File: src/rtl/prbs_pkg.sv
// Shared PRBS31 definitions: polynomial taps, checker state encoding and default parameters.
package prbs_pkg;

  localparam int unsigned PRBS31_LEN   = 31;
  localparam int unsigned PRBS31_TAP_A = 27;
  localparam int unsigned PRBS31_TAP_B = 30;

  localparam int unsigned DEF_LOCK_MATCHES = 64;
  localparam int unsigned DEF_LOSS_ERRORS  = 8;
  localparam int unsigned DEF_LOSS_WINDOW  = 256;
  localparam int unsigned DEF_ERR_W        = 16;

  // 2'd3 is unused and recovers to ST_SEED
  typedef enum logic [1:0] {
    ST_SEED   = 2'd0,
    ST_HUNT   = 2'd1,
    ST_LOCKED = 2'd2
  } prbs_state_e;

  // Next bit of the x^31 + x^28 + 1 sequence given the last 31 bits (newest in bit 0)
  function automatic logic prbs31_fb(input logic [PRBS31_LEN-1:0] s);
    return s[PRBS31_TAP_A] ^ s[PRBS31_TAP_B];
  endfunction

endpackage

File: src/rtl/prbs31_predictor.sv
// 31-bit history register of the PRBS31 checker: predicts the next bit and
// shifts in either the received bit (acquisition) or its own prediction (free-run).
module prbs31_predictor
  import prbs_pkg::*;
(
  input  logic clk,
  input  logic rst_n,
  input  logic shift_en_i,
  input  logic load_exp_i,
  input  logic rx_bit_i,
  output logic exp_o,
  output logic all_zero_o
);

  logic [PRBS31_LEN-1:0] s_q;
  logic [PRBS31_LEN-1:0] s_d;
  logic                  exp_c;

  always_comb begin
    exp_c = prbs31_fb(s_q);
    s_d   = s_q;
    if (shift_en_i) begin
      s_d = {s_q[PRBS31_LEN-2:0], (load_exp_i ? exp_c : rx_bit_i)};
    end
  end

  // rst_n is active-high despite its name
  always_ff @(posedge clk or posedge rst_n) begin
    if (rst_n) begin
      s_q <= '0;
    end else begin
      s_q <= s_d;
    end
  end

  assign exp_o      = exp_c;
  assign all_zero_o = (s_q == '0);

endmodule

File: config.mk
export PLATFORM = sky130hd
export DESIGN_NAME = prbs31_predictor
export DESIGN_NICKNAME = d
export VERILOG_FILES = /design/src/rtl/prbs_pkg.sv /design/src/rtl/prbs31_predictor.sv
export SDC_FILE = /design/constraint.sdc
export NUM_CORES = 1
export LEC_CHECK = 0
export ABC_AREA = 0
export CAP_MARGIN = 40
export CORE_MARGIN = 1.5
export CORE_UTILIZATION = 45
export DETAILED_ROUTE_END_ITERATION = 12
export PLACE_DENSITY = 0.7
export SYNTH_ARGS = -nofsm -noshare
export SYNTH_HDL_FRONTEND = slang
export SYNTH_SLANG_ARGS = --single-unit
File: constraint.sdc
create_clock -name clk -period 0.8 [get_ports clk]
set_input_delay 0.08 -clock clk [delete_from_list [all_inputs] [get_ports clk]]
set_output_delay 0.08 -clock clk [all_outputs]
set_load 0.02 [all_outputs]
==> impl_metrics.json <==
{
  "failing_checks": "setup timing",
  "number_of_antenna_violations_at_the_first_check_in_global_routing": 0,
  "initial_util_pct": 48.73,
  "register_area_um2": 775.7,
  "wirelength_um": 2791,
  "clk-insertion-delay-late_ns": 0.33,
  "layout_min_cycle_time_ns": 1.622,
  "port_buffers": 6,
  "finalInstanceArea_um2": 1977,
  "largest_reg_flops": 31,
  "grt_overflow": 0,
  "core_area_um2": 2853,
  "top_register": "s_q",
  "post-synth-top-area-cell": "sky130_fd_sc_hd__dfrtp_1",
  "fillers": 179,
  "number_of_nets_in_the_final_layout": 133,
  "flop_and_latch_count_out_of_synthesis": 31,
  "static-leakage-power_nw": 0.9756,
  "yosys_cell_types": 13,
  "largestRegisters": "s_q (31)",
  "use_met3_pct": 3.956,
  "rsz0062_at_grt": "true",
  "proportion_of_synthesized_area_in_mux_cells_pct": 31.86,
  "final-max-slew-violation-count": 0,
  "grt_max_degree": 32,
  "hold_viol_final": 0,
  "leading_post_synthesis_cells_by_cell_area": "sky130_fd_sc_hd__dfrtp_1, sky130_fd_sc_hd__mux2_4, sky130_fd_sc_hd__buf_12, sky130_fd_sc_hd__nor4_1, sky130_fd_sc_hd__mux2_2",
  "syn-mean-instance-area_um2": 16.75,
  "detailed_place_hpwl_um": 1775,
  "clkTransAtPathRegs_ns": 0.10,
  "synth_compound_area_share_pct": 0.8101,
  "placed_cell_area_um2": 1720,
  "cts_max_level": 2,
  "worst_slack_ns": -0.8222,
  "tritoncts": "yes",
  "setup.worst_path.start_class": "flop",
  "syn_inst": 83,
  "via_count": 844,
  "antenna_cells_inserted": 0,
  "drv_cap": 0,
  "first_global_vias": 989,
  "clock_skew_ns": 0.008667,
  "std_cell_rows": 19,
  "top_usage_layer": "met2",
  "fmax_mhz": 616.5,
  "io-pin-count": 7,
  "min_path_type": "in2async",
  "power.share.switching_pct": 28.87,
  "synthDominantCellAreaShare_pct": 55.81,
  "power_switching_w": 0.002016,
  "clk_root_buffer_cell": "sky130_fd_sc_hd__clkbuf_4",
  "power.share.sequential_pct": 39.9,
  "critPathKind": "reg2out",
  "worst_hold_slack_ns": 0.08780,
  "wl_per_cell_um": 17.44,
  "cts.sink_count": 31,
  "tritonroute_pass_1_iters": 4,
  "irDropWorstVdd_uv": 2053,
  "final.period_utilization_pct": 202.8,
  "final_layout_size_suffix_gt1_share_pct": 65.89,
  "chipWidth_um": 58.58,
  "max-slew-margin-rel_pct": 82.32,
  "grtUsageMet2_pct": 31.78,
  "status": "complete, but fails checks",
  "power.clock.fraction_pct": 14.9,
  "setup-violations-final": 33,
  "worst-path-max-fanout": 2,
  "synth_warnings": 0,
  "vias_per_cell": 5.275,
  "measured_slew_at_the_worst_slew_check_pin_ns": 0.2628,
  "main_combinational_cell_family_by_area_after_synthesis": "multiplexers",
  "dr.first_iter.drc_count": 34,
  "syn-cell-area_um2": 1390,
  "max_buffers_root_to_sink": 2,
  "antenna_violating_nets_post_route": 0,
  "power.internal_w": 0.004969,
  "grt.met1_usage_pct": 23.82,
  "grt_first_pass_wirelength_um": 4740,
  "yosys.area_share.adder_pct": 0,
  "track_usage_pct": 18.92,
  "tritoncts.num_buffers": 5,
  "synth-xor-area-share_pct": 0.6301,
  "synth_simple_gate_area_share_pct": 4.950,
  "place.gp.congestion": 0.7805,
  "synth.yosys.seq_area_share_pct": 55.81,
  "area_delta_synth_final_pct": 42.21,
  "floorplan.die_area_um2": 3432,
  "power-per-cell-area_nw_per_um2": 3533,
  "worstPathArrival_ns": 1.54,
  "post_synth_net_total": 88,
  "comb_power_share_pct": 45.2,
  "route.detailed.drc": 0,
  "fp.dieH_um": 58.58,
  "crit_required_ns": 0.72,
  "worst_setup_path_end_kind": "output pin",
  "multi_input_comb_area_um2": 604.3
}
==> synth_stat cells <==
master	number
sky130_fd_sc_hd__dfrtp_1	31
sky130_fd_sc_hd__mux2_4	28
sky130_fd_sc_hd__nor4_1	7
sky130_fd_sc_hd__buf_12	3
sky130_fd_sc_hd__inv_1	3
sky130_fd_sc_hd__mux2_2	2
sky130_fd_sc_hd__nand4_1	2
sky130_fd_sc_hd__nor2_1	2
sky130_fd_sc_hd__buf_6	1
sky130_fd_sc_hd__nor3_1	1
sky130_fd_sc_hd__o21ai_0	1
sky130_fd_sc_hd__o22ai_1	1
sky130_fd_sc_hd__xor2_1	1
==> metal layers <==
layer  vias to the layer above  routed length (um)
li1                        387                   -
met1                       443                1236
met2                         8                1452
met3                         6                  58
met4                         0                  44
met5                         -                   0
==> logic make-up after synthesis <==
logic type             Yosys count
XOR/XNOR                         1
AO/OA/AOI/OAI                    2
AND/OR/NAND/NOR                 12
flip-flops                      31
multiplexers                    30
buffers and inverters            7
==> worst max-delay path: stages, from the launching register on <==
cell	delay, ns
sky130_fd_sc_hd__dfrtp_1	0.42
sky130_fd_sc_hd__nor4_2	0.31
sky130_fd_sc_hd__nand4_1	0.23
sky130_fd_sc_hd__nor2_4	0.14
sky130_fd_sc_hd__buf_6	0.12
==> cells in the final DEF (no fill, tap or decap), types with 2 or more instances in the layout <==
| cell type | netlist | layout |
|---|---|---|
| sky130_fd_sc_hd__buf_12 | 3 | 3 |
| sky130_fd_sc_hd__nand4_1 | 2 | 2 |
| sky130_fd_sc_hd__dfrtp_1 | 31 | 31 |
| sky130_fd_sc_hd__clkdlybuf4s50_1 | 0 | 3 |
| sky130_fd_sc_hd__buf_4 | 0 | 3 |
| sky130_fd_sc_hd__clkbuf_4 | 0 | 5 |
| sky130_fd_sc_hd__inv_1 | 3 | 3 |
| sky130_fd_sc_hd__nor4_2 | 0 | 6 |
| sky130_fd_sc_hd__buf_6 | 1 | 32 |
| sky130_fd_sc_hd__clkbuf_8 | 0 | 2 |
| sky130_fd_sc_hd__mux2_4 | 28 | 29 |
==> stage by stage <==
stage | setup slack, ns | utilization (%) | TNS [ns] | instances | total power [W]
floorplan | -0.2602 | - | -0.4170 | 83 | 0.003821
global placement | -0.9000 | 60.31 | -3.821 | 150 | 0.004981
detailed placement | -0.9357 | 60.31 | -4.261 | 150 | 0.005122
CTS | -0.7924 | 67.19 | -4.408 | 158 | 0.006689
global route | -0.9081 | 69.30 | -5.816 | 160 | 0.007359
finish | -0.8222 | 69.30 | -5.011 | 160 | 0.006985
==> layout make-up <==
| cell class | instances | share of cell area (%) |
|---|---|---|
| Clock buffer | 8 | 3.481 |
| Tap cell | 31 | 1.962 |
| Timing Repair Buffer | 42 | 24.18 |
| Sequential cell | 31 | 39.24 |
| Inverter | 3 | 0.5696 |
| Multi-Input combinational cell | 45 | 30.57 |
==> worst paths after layout <==
check | startpoint | endpoint | slack [ns] | cells after the start
setup / recovery | s_q[24]$_DFFE_PP0P_ | all_zero_o | -0.82 | 4
hold / removal | rst_n | s_q[5]$_DFFE_PP0P_ | 0.09 | 3
setup reg to reg | s_q[13]$_DFFE_PP0P_ | s_q[13]$_DFFE_PP0P_ | -0.24 | 3
hold reg to reg | s_q[6]$_DFFE_PP0P_ | s_q[7]$_DFFE_PP0P_ | 0.63 | 2
max in group asynchronous | rst_n | s_q[0]$_DFFE_PP0P_ | 0.54 | 3
min in group clk | shift_en_i | s_q[0]$_DFFE_PP0P_ | 0.23 | 3
==> repair_timing <==
item / 4_1_cts / 5_1_grt
hold buffers: 0 / 0
buffers inserted: 11 / 10
cloned: 0 / 0
resized for setup: 43 / 14
pin swaps: 7 / 7
endpoints found under the setup margin: 33 / 33
==> power groups by stage <==
stage | clock network [W] | logic (W) | registers [W]
after detailed placement | 0 | 0.00253 | 0.00259
after global placement | 0 | 0.00243 | 0.00255
after global routing | 0.00112 | 0.00338 | 0.00285
final | 0.00104 | 0.00316 | 0.00278
after floorplan | 0 | 0.00124 | 0.00258
after CTS | 0.00107 | 0.00293 | 0.00269
Note: power is estimated with default switching activity, not from simulation.
